File: src/rtl/atm_session_ctrl_pkg.sv
// atm_session_ctrl_pkg: shared state, operation and error codes for the
// ATM session controller and its account bank.
package atm_session_ctrl_pkg;

  localparam logic TRUE  = 1'b1;
  localparam logic FALSE = 1'b0;

  typedef enum logic [2:0] {
    ST_IDLE    = 3'd0,
    ST_WAITING = 3'd1,
    ST_AUTH    = 3'd2,
    ST_MENU    = 3'd3,
    ST_EXEC    = 3'd4
  } state_t;

  typedef enum logic [2:0] {
    OP_BALANCE    = 3'd0,
    OP_WITHDRAW   = 3'd1,
    OP_DEPOSIT    = 3'd2,
    OP_CHANGE_PIN = 3'd3,
    OP_EXIT       = 3'd4
  } op_t;

  typedef enum logic [2:0] {
    ERR_NONE     = 3'd0,
    ERR_NO_ACC   = 3'd1,
    ERR_BAD_PIN  = 3'd2,
    ERR_LOCKED   = 3'd3,
    ERR_NO_FUNDS = 3'd4,
    ERR_LIMIT    = 3'd5,
    ERR_OVERFLOW = 3'd6,
    ERR_TIMEOUT  = 3'd7
  } err_t;

  // Operations that go through the one-cycle EXEC state (EXIT is handled in MENU).
  function automatic logic is_exec_op(input logic [2:0] op);
    return (op <= OP_CHANGE_PIN);
  endfunction

endpackage

File: src/rtl/atm_session_ctrl_bank.sv
// atm_account_bank: per-account PIN, balance, PIN-retry counter and lock bit.
// One combinational read port by index, one registered write port.
module atm_account_bank
  import atm_session_ctrl_pkg::*;
#(
  parameter int NUM_ACCOUNTS = 10,
  parameter int BAL_W        = 32,
  parameter int PIN_W        = 16,
  parameter int TRY_W        = 2,
  parameter int ACC_W        = 4
) (
  input  logic             i_clk,
  input  logic             i_rst_n,
  input  logic [ACC_W-1:0] i_rd_idx,
  output logic [PIN_W-1:0] o_rd_pin,
  output logic [BAL_W-1:0] o_rd_bal,
  output logic [TRY_W-1:0] o_rd_tries,
  output logic             o_rd_lock,
  input  logic [ACC_W-1:0] i_wr_idx,
  input  logic             i_we_pin,
  input  logic [PIN_W-1:0] i_wr_pin,
  input  logic             i_we_bal,
  input  logic [BAL_W-1:0] i_wr_bal,
  input  logic             i_we_auth,
  input  logic [TRY_W-1:0] i_wr_tries,
  input  logic             i_wr_lock
);

  logic [PIN_W-1:0] r_pin   [NUM_ACCOUNTS];
  logic [BAL_W-1:0] r_bal   [NUM_ACCOUNTS];
  logic [TRY_W-1:0] r_tries [NUM_ACCOUNTS];
  logic             r_lock  [NUM_ACCOUNTS];

  logic w_rd_ok;
  logic w_wr_ok;

  assign w_rd_ok = (int'(i_rd_idx) < NUM_ACCOUNTS);
  assign w_wr_ok = (int'(i_wr_idx) < NUM_ACCOUNTS);

  // Read port: out-of-range indices return zeros instead of X.
  always_comb begin
    o_rd_pin   = '0;
    o_rd_bal   = '0;
    o_rd_tries = '0;
    o_rd_lock  = FALSE;
    if (w_rd_ok) begin
      o_rd_pin   = r_pin[i_rd_idx];
      o_rd_bal   = r_bal[i_rd_idx];
      o_rd_tries = r_tries[i_rd_idx];
      o_rd_lock  = r_lock[i_rd_idx];
    end
  end

  // Store update: reset reloads defaults, otherwise apply the enabled field writes.
  always_ff @(posedge i_clk or negedge i_rst_n) begin
    if (!i_rst_n) begin
      for (int i = 0; i < NUM_ACCOUNTS; i++) begin
        r_pin[i]   <= '0;
        r_bal[i]   <= BAL_W'(1000 * (i + 1));
        r_tries[i] <= '0;
        r_lock[i]  <= FALSE;
      end
    end else if (w_wr_ok) begin
      if (i_we_pin) r_pin[i_wr_idx] <= i_wr_pin;
      if (i_we_bal) r_bal[i_wr_idx] <= i_wr_bal;
      if (i_we_auth) begin
        r_tries[i_wr_idx] <= i_wr_tries;
        r_lock[i_wr_idx]  <= i_wr_lock;
      end
    end
  end

endmodule

File: src/rtl/atm_session_ctrl.sv
// atm_session_ctrl: card/PIN session FSM with registered results, an
// op_valid/done handshake, PIN lockout, menu idle timeout and a per-session
// withdraw limit. Account state lives in atm_account_bank.
module atm_session_ctrl
  import atm_session_ctrl_pkg::*;
#(
  parameter  int NUM_ACCOUNTS  = 10,
  parameter  int BAL_W         = 32,
  parameter  int PIN_W         = 16,
  parameter  int MAX_PIN_TRIES = 3,
  parameter  int TIMEOUT_CYC   = 1000,
  parameter  int SESSION_LIMIT = 5000,
  localparam int ACC_W = (NUM_ACCOUNTS > 1) ? $clog2(NUM_ACCOUNTS) : 1
) (
  input  logic             i_clk,
  input  logic             i_rst_n,
  input  logic             i_card_valid,
  input  logic [ACC_W-1:0] i_acc_num,
  input  logic [PIN_W-1:0] i_pin,
  input  logic             i_op_valid,
  input  logic [2:0]       i_op,
  input  logic [BAL_W-1:0] i_amount,
  input  logic [PIN_W-1:0] i_new_pin,
  output logic [BAL_W-1:0] o_balance,
  output logic             o_success,
  output logic             o_done,
  output logic [2:0]       o_err_code,
  output logic             o_busy,
  output logic [2:0]       o_state
);

  localparam int TRY_W = (MAX_PIN_TRIES > 1) ? $clog2(MAX_PIN_TRIES + 1) : 1;
  localparam int TMR_W = $clog2(TIMEOUT_CYC + 1);
  localparam logic [TRY_W-1:0] TRY_MAX     = TRY_W'(MAX_PIN_TRIES);
  localparam logic [TMR_W-1:0] TMR_LAST    = TMR_W'(TIMEOUT_CYC - 1);
  localparam logic [BAL_W:0]   LIMIT_EXT   = (BAL_W + 1)'(SESSION_LIMIT);
  localparam logic [ACC_W:0]   NUM_ACC_EXT = (ACC_W + 1)'(NUM_ACCOUNTS);

  state_t           r_state,   w_state_nx;
  logic [ACC_W-1:0] r_acc,     w_acc_nx;
  logic [PIN_W-1:0] r_pin_in,  w_pin_in_nx;
  logic [2:0]       r_op,      w_op_nx;
  logic [BAL_W-1:0] r_amount,  w_amount_nx;
  logic [PIN_W-1:0] r_new_pin, w_new_pin_nx;
  logic [TMR_W-1:0] r_timer,   w_timer_nx;
  logic [BAL_W-1:0] r_sess,    w_sess_nx;
  logic [BAL_W-1:0] r_balance, w_balance_nx;
  logic             r_success, w_success_nx;
  logic             r_done,    w_done_nx;
  err_t             r_err,     w_err_nx;
  logic             r_busy,    w_busy_nx;

  logic [ACC_W-1:0] w_rd_idx;
  logic [PIN_W-1:0] w_rd_pin;
  logic [BAL_W-1:0] w_rd_bal;
  logic [TRY_W-1:0] w_rd_tries;
  logic             w_rd_lock;
  logic             w_we_pin;
  logic             w_we_bal;
  logic [BAL_W-1:0] w_wr_bal;
  logic             w_we_auth;
  logic [TRY_W-1:0] w_wr_tries;
  logic             w_wr_lock;
  logic [TRY_W-1:0] w_tries_inc;
  logic [BAL_W:0]   w_dep_sum;
  logic [BAL_W:0]   w_sess_sum;

  // WAITING looks up the card being offered; later states use the latched account.
  assign w_rd_idx    = (r_state == ST_WAITING) ? i_acc_num : r_acc;
  assign w_tries_inc = w_rd_tries + TRY_W'(1);
  assign w_dep_sum   = {1'b0, w_rd_bal} + {1'b0, r_amount};
  assign w_sess_sum  = {1'b0, r_sess} + {1'b0, r_amount};

  atm_account_bank #(
    .NUM_ACCOUNTS(NUM_ACCOUNTS),
    .BAL_W       (BAL_W),
    .PIN_W       (PIN_W),
    .TRY_W       (TRY_W),
    .ACC_W       (ACC_W)
  ) u_bank (
    .i_clk     (i_clk),
    .i_rst_n   (i_rst_n),
    .i_rd_idx  (w_rd_idx),
    .o_rd_pin  (w_rd_pin),
    .o_rd_bal  (w_rd_bal),
    .o_rd_tries(w_rd_tries),
    .o_rd_lock (w_rd_lock),
    .i_wr_idx  (r_acc),
    .i_we_pin  (w_we_pin),
    .i_wr_pin  (r_new_pin),
    .i_we_bal  (w_we_bal),
    .i_wr_bal  (w_wr_bal),
    .i_we_auth (w_we_auth),
    .i_wr_tries(w_wr_tries),
    .i_wr_lock (w_wr_lock)
  );

  // Next-state, result and store-write decode. While done is high, new
  // card/op requests are held off one cycle so done can never pulse twice in a row.
  always_comb begin
    w_state_nx   = r_state;
    w_acc_nx     = r_acc;
    w_pin_in_nx  = r_pin_in;
    w_op_nx      = r_op;
    w_amount_nx  = r_amount;
    w_new_pin_nx = r_new_pin;
    w_timer_nx   = r_timer;
    w_sess_nx    = r_sess;
    w_balance_nx = r_balance;
    w_success_nx = r_success;
    w_done_nx    = FALSE;
    w_err_nx     = r_err;
    w_we_pin     = FALSE;
    w_we_bal     = FALSE;
    w_wr_bal     = w_rd_bal;
    w_we_auth    = FALSE;
    w_wr_tries   = '0;
    w_wr_lock    = FALSE;

    case (r_state)
      ST_IDLE: w_state_nx = ST_WAITING;

      ST_WAITING: begin
        if (i_card_valid && !r_done) begin
          if ({1'b0, i_acc_num} >= NUM_ACC_EXT) begin
            w_err_nx     = ERR_NO_ACC;
            w_success_nx = FALSE;
            w_done_nx    = TRUE;
          end else if (w_rd_lock) begin
            w_err_nx     = ERR_LOCKED;
            w_success_nx = FALSE;
            w_done_nx    = TRUE;
          end else begin
            w_acc_nx    = i_acc_num;
            w_pin_in_nx = i_pin;
            w_state_nx  = ST_AUTH;
          end
        end
      end

      ST_AUTH: begin
        w_we_auth = TRUE;
        w_done_nx = TRUE;
        if (r_pin_in == w_rd_pin) begin
          w_wr_tries   = '0;
          w_success_nx = TRUE;
          w_err_nx     = ERR_NONE;
          w_sess_nx    = '0;
          w_timer_nx   = '0;
          w_state_nx   = ST_MENU;
        end else begin
          w_wr_tries   = w_tries_inc;
          w_success_nx = FALSE;
          w_state_nx   = ST_WAITING;
          if (w_tries_inc >= TRY_MAX) begin
            w_wr_lock = TRUE;
            w_err_nx  = ERR_LOCKED;
          end else begin
            w_err_nx  = ERR_BAD_PIN;
          end
        end
      end

      ST_MENU: begin
        if (i_op_valid && !r_done) begin
          w_timer_nx = '0;
          if (i_op == OP_EXIT) begin
            w_success_nx = TRUE;
            w_err_nx     = ERR_NONE;
            w_done_nx    = TRUE;
            w_state_nx   = ST_WAITING;
          end else if (is_exec_op(i_op)) begin
            w_op_nx      = i_op;
            w_amount_nx  = i_amount;
            w_new_pin_nx = i_new_pin;
            w_state_nx   = ST_EXEC;
          end else begin
            w_success_nx = FALSE;
            w_err_nx     = ERR_NONE;
            w_done_nx    = TRUE;
          end
        end else if (r_timer == TMR_LAST) begin
          w_timer_nx   = '0;
          w_success_nx = FALSE;
          w_err_nx     = ERR_TIMEOUT;
          w_done_nx    = TRUE;
          w_state_nx   = ST_WAITING;
        end else begin
          w_timer_nx = r_timer + TMR_W'(1);
        end
      end

      ST_EXEC: begin
        w_state_nx   = ST_MENU;
        w_timer_nx   = '0;
        w_done_nx    = TRUE;
        w_balance_nx = w_rd_bal;
        w_success_nx = FALSE;
        w_err_nx     = ERR_NONE;
        case (r_op)
          OP_WITHDRAW: begin
            // Limit is reported ahead of insufficient funds when both apply.
            if (r_amount == '0) begin
              w_err_nx = ERR_NO_FUNDS;
            end else if (w_sess_sum > LIMIT_EXT) begin
              w_err_nx = ERR_LIMIT;
            end else if (r_amount > w_rd_bal) begin
              w_err_nx = ERR_NO_FUNDS;
            end else begin
              w_we_bal     = TRUE;
              w_wr_bal     = w_rd_bal - r_amount;
              w_balance_nx = w_rd_bal - r_amount;
              w_sess_nx    = w_sess_sum[BAL_W-1:0];
              w_success_nx = TRUE;
            end
          end
          OP_DEPOSIT: begin
            if (w_dep_sum[BAL_W]) begin
              w_err_nx = ERR_OVERFLOW;
            end else begin
              w_we_bal     = (r_amount != '0);
              w_wr_bal     = w_dep_sum[BAL_W-1:0];
              w_balance_nx = w_dep_sum[BAL_W-1:0];
              w_success_nx = TRUE;
            end
          end
          OP_CHANGE_PIN: begin
            w_we_pin     = TRUE;
            w_success_nx = TRUE;
          end
          default: w_success_nx = TRUE;
        endcase
      end

      default: w_state_nx = ST_IDLE;
    endcase

    w_busy_nx = (w_state_nx != ST_WAITING) && (w_state_nx != ST_MENU);
  end

  // Session, FSM and output registers; reset drops any in-flight transaction.
  always_ff @(posedge i_clk or negedge i_rst_n) begin
    if (!i_rst_n) begin
      r_state   <= ST_IDLE;
      r_acc     <= '0;
      r_pin_in  <= '0;
      r_op      <= '0;
      r_amount  <= '0;
      r_new_pin <= '0;
      r_timer   <= '0;
      r_sess    <= '0;
      r_balance <= '0;
      r_success <= FALSE;
      r_done    <= FALSE;
      r_err     <= ERR_NONE;
      r_busy    <= FALSE;
    end else begin
      r_state   <= w_state_nx;
      r_acc     <= w_acc_nx;
      r_pin_in  <= w_pin_in_nx;
      r_op      <= w_op_nx;
      r_amount  <= w_amount_nx;
      r_new_pin <= w_new_pin_nx;
      r_timer   <= w_timer_nx;
      r_sess    <= w_sess_nx;
      r_balance <= w_balance_nx;
      r_success <= w_success_nx;
      r_done    <= w_done_nx;
      r_err     <= w_err_nx;
      r_busy    <= w_busy_nx;
    end
  end

  assign o_balance  = r_balance;
  assign o_success  = r_success;
  assign o_done     = r_done;
  assign o_err_code = r_err;
  assign o_busy     = r_busy;
  assign o_state    = r_state;

endmodule

File: config.mk
export PLATFORM = sky130hd
export DESIGN_NAME = atm_session_ctrl
export DESIGN_NICKNAME = d
export VERILOG_FILES = /design/src/rtl/atm_session_ctrl_pkg.sv /design/src/rtl/atm_session_ctrl_bank.sv /design/src/rtl/atm_session_ctrl.sv
export SDC_FILE = /design/constraint.sdc
export NUM_CORES = 1
export LEC_CHECK = 0
export BUFFER_PORTS_ARGS = -buffer_cell sky130_fd_sc_hd__clkbuf_2
export CAP_MARGIN = 0
export CORE_ASPECT_RATIO = 0.7
export CORE_MARGIN = 5
export CORE_UTILIZATION = 57
export DETAILED_ROUTE_END_ITERATION = 8
export HOLD_SLACK_MARGIN = 0.06
export PLACE_DENSITY = 0.76
export SYNTH_ARGS = -nofsm -noshare
export SYNTH_HDL_FRONTEND = slang
export SYNTH_SLANG_ARGS = --single-unit
export TNS_END_PERCENT = 1
File: constraint.sdc
create_clock -name i_clk -period 7.8 [get_ports i_clk]
set_input_delay 1.95 -clock i_clk [delete_from_list [all_inputs] [get_ports i_clk]]
set_output_delay 1.95 -clock i_clk [all_outputs]
set_load 0.03 [all_outputs]
==> flow_results.org <==
** Run status
- Run status :: completed

** Flow run
- Reported max-cap violation count :: 0

** Clock network
- Cts hold-fix bufs :: 0
- Clock slew seen by the registers of the worst setup and hold paths :: 0.06 ns
- Total clock buffers created by CTS :: 67
- In this run the clock root is driven by a sky130_fd_sc_hd__clkbuf_16.
- Post-CTS Resized :: 0
- Setup Buffers After CTS :: 0
- The clock passes through at most 3 buffers.
- Clock insertion delay at the later pin of the skew report :: 0.63 ns
- TritonCTS built the clock tree.
- H-tree levels :: 3
- The tree built by TritonCTS fans out to 664 sinks.

** Final layout
- For this run, the share of the core covered by cells in the final layout is 0.667.
- Area growth, synth to finish :: 15.3%
- Diodes inserted :: 0
- Fraction of final layout cells with drive strength greater than 1 :: 0.279
- Commonest non-fill, non-tap cell in the layout :: sky130_fd_sc_hd__dfrtp_1
- Final #Nets :: 3936
- Sequential cell area in the final layout :: 16700 sq um
- Most frequent cells in the layout :: sky130_fd_sc_hd__dfrtp_1, sky130_fd_sc_hd__nand2_1, sky130_fd_sc_hd__mux2_2
- The layout has 4909 filler cells.
- Leaving out filler cells and counting taps, the final layout contains 4642.
- The multi-input combinational cells in the finished layout cover a total of 18900 sq um.

** Critical path
- The largest single stage delay on the critical path is 0.87 ns.
- Capturing point of the worst reg2reg path :: u_bank.r_bal[155]
- For the worst setup path, the data required time is 8.31 ns.
- Reg2Reg Depth :: 22
- Setup slack on the worst flop-to-flop path :: 0.39 ns
- In this run the critical register-to-register path is launched from o_state[0].
- Setup crit end kind :: register
- The worst setup path is launched from a primary input.
- Slowest stage cell, crit path :: sky130_fd_sc_hd__nor4bb_1
- Crit path capture :: u_bank.r_bal[155]
- Maximum fanout along the worst path :: 12
- Source of the critical timing path :: i_acc_num[2]
- The worst setup path is of the in -> reg kind.
- At the worst endpoint, the arrival time is 8.11 ns.
- Critical path, cell by cell :: clkbuf_2, nor4bb_1, a21o_4, buf_12, a21oi_1, o22ai_1, ha_1, or3_1, or3b_2, nand3_1, o21ai_0, a21oi_1, nor2_1, o211ai_1, xnor2_1, a41oi_1, a2111oi_0, o22ai_1, buf_4, mux2_2

** Synthesis
- Dividing the synthesized area by the synthesized cell count gives 10.3 sq um.
- For this run, the register share of the synthesized area comes to 0.455.
- The cell area that synthesis handed to floorplanning was 36700 sq um.
- Counting flops and latches in the post-synthesis netlist gives 664.
- Yosys mapped a number of flops with a built-in enable equal to 0.
- Synth Flop Type :: sky130_fd_sc_hd__dfrtp_1
- The share of synthesized area in the top cell type comes to 0.412.
- Post-synthesis instance total :: 3571
- In the synthesized netlist the async set-or-reset flop fraction comes to 1.00.
- The synthesized netlist contains 92 unique library cells.
- Syn_nets :: 3748
- By area the synthesized netlist is led by sky130_fd_sc_hd__dfrtp_1, sky130_fd_sc_hd__mux2_2, sky130_fd_sc_hd__nand2_1.
- The biggest area contributor in the post-synthesis netlist is sky130_fd_sc_hd__dfrtp_1.
- Count of yosys warnings during synthesis :: 0

** GRT
- Global route hottest layer :: met1
- For this run, the total global-route usage over all layers was measured as 0.326.
- For this run, global-route usage on met1 was measured as 0.502.
- The initial antenna violation count was 1.
- The first global-routing pass estimated 178000 um of wire.
- For met2 alone, demand over resource in global routing was 0.452.
- For this run, global-route usage on met3 was measured as 0.0931.
- The number of global-route vias before repair is 29400.
- The total overflow left after global routing is 0.
- Largest net degree at the start of global routing :: 158

** Timing
- For the pin with the worst max-slew slack, the measured transition is 1.20 ns.
- Setup repair after global routing left no endpoint under its margin.
- Final setup violating endpoints :: 0
- The total count of max-transition violations in the final report came to 0.
- Relative slew slack :: 0.198
- The number of hold violations in the final report was 0.
- Upper clock frequency limit :: 0.132 GHz
- In the finished design, the share of the clock period the worst path needs comes to 0.974.
- Clock skew :: 0.0236 ns
- Final worst path period need :: 7.60 ns

** Floorplan
- Die span in x :: 313 um
- Number of cell rows :: 77
- The floorplan step defined a die boundary enclosing 69600 sq um.
- Starting Density :: 0.578
- For this design the top-level I/O count stands at 116.
- After floorplanning, the core was sized to cover 63500 sq um.
- Die boundary height :: 222 um

** Drt
- The count of nets left with antenna violations once routing finished came out at 0.
- Post-detailed-routing wire length :: 115000 um
- In this run, the number of DRC markers left after iteration 0 of detailed routing was 3861.
- Via density :: 6.54
- 1st-pass router iterations :: 6
- Post-route DRC violation count :: 0
- Post-DR wirelength/cell :: 24.8 um
- Summing over every cut layer, the via total after detailed routing is 30300.

** Placement
- Dpl cells :: 4519
- Final GP Congestion :: 1.02
- Port buffer count :: 115
- Detailed placer's ending HPWL :: 80900 um

** Power and ir drop
- In this run the power density over the cells is 343 nW/um^2.
- The worst-case IR drop observed on VDD is 0.196 mV.
- Summed over all cells, the static leakage comes to 0.0197 uW.

** Hold path
- The path class of the tightest hold or removal check is reg -> reg.
[how the worst min path moves through the flow]
| stage | from | endpoint | depth (start not counted) |
|---|---|---|---|
| finish | u_bank.r_bal[185] | u_bank.r_bal[185] | 2 |
| global route | u_bank.r_bal[233] | u_bank.r_bal[233] | 2 |
| CTS | u_bank.r_tries[17] | u_bank.r_tries[17] | 2 |
| detailed placement | u_bank.r_tries[17] | u_bank.r_tries[17] | 2 |
| global placement | u_bank.r_bal[150] | u_bank.r_bal[150] | 2 |
| floorplan | u_bank.r_tries[7] | u_bank.r_tries[7] | 2 |
[final cells by class]
class                      count  area share
clock buffer                  97      0.0476
clock inverter                26      0.0103
inverter                     110     0.00975
multi-input combinational   2555       0.446
sequential                   664       0.394
tap                          829      0.0245
timing repair buffer         361      0.0681
[state kept, by name, indices dropped and copies added, names as in the netlist, 3 cells and up]
register        count
u_bank.r_pin      160
o_state             3
u_bank.r_lock      10
r_sess             32
o_err_code          3
u_bank.r_bal      320
r_op                3
r_new_pin          16
r_amount           32
r_pin_in           16
r_timer            10
r_acc               4
o_balance          32
u_bank.r_tries     20
[cells in the mapped netlist (all sizes together) (53+ instances only)]
cell type  count
mux2i        102
o21ai        208
buf           82
nand2        502
a21oi        155
dfrtp        604
mux2         429
and3          55
nor2         158
clkbuf       160
inv          110
ha            99
nand3         70
xnor2         53
a211oi        57
dfstp         60
[metrics by stage]
stage / total power, uW / hold slack [ns] / cell area [sq um] / worst slack, ns / setup TNS, ns
2_1_floorplan: 8190 / 0.443 / 37000 / -0.0101 / -0.162
3_3_place_gp: 10700 / 0.458 / 39900 / -0.161 / -1.59
3_5_place_dp: 10700 / 0.467 / 39900 / -0.163 / -2.97
4_1_cts: 14300 / 0.483 / 42300 / 0.486 / 0
5_1_grt: 15200 / 0.497 / 42300 / 0.111 / 0
6_report: 14500 / 0.482 / 42300 / 0.201 / 0
[where the power goes]
group          internal (uW)  total [uW]  switching (uW)
combinational           2390        6550            4160
clock                   2150        3600            1450
sequential              3780        4390             612
total                   8320       14500            6220
[worst max-delay path: cells and delay by family]
family / cells / cell delay, ns
fa+ha+maj: 1 / 0.39
xor+xnor: 1 / 0.27
buf+inv: 3 / 0.50
simple gates: 5 / 2.00
compound gates: 9 / 2.69
mux: 1 / 0.27
[per-layer routing]
metal	wire (um)	part of all wire
met3	13100	0.11
met2	47800	0.42
met4	3060	0.027
met1	51100	0.44
met5	11	0.000096
[kinds of logic (layout without fill, tap and decap cells)]
group	count (synthesis)	in the layout	synth area share
fa+ha+maj	102	102	0.0354
mux	567	567	0.182
xor+xnor	66	66	0.0157
flops	664	664	0.455
simple gates	1011	1011	0.126
compound gates	809	809	0.149
buf+inv	352	594	0.0382
Power figures use the tool's default switching activity.
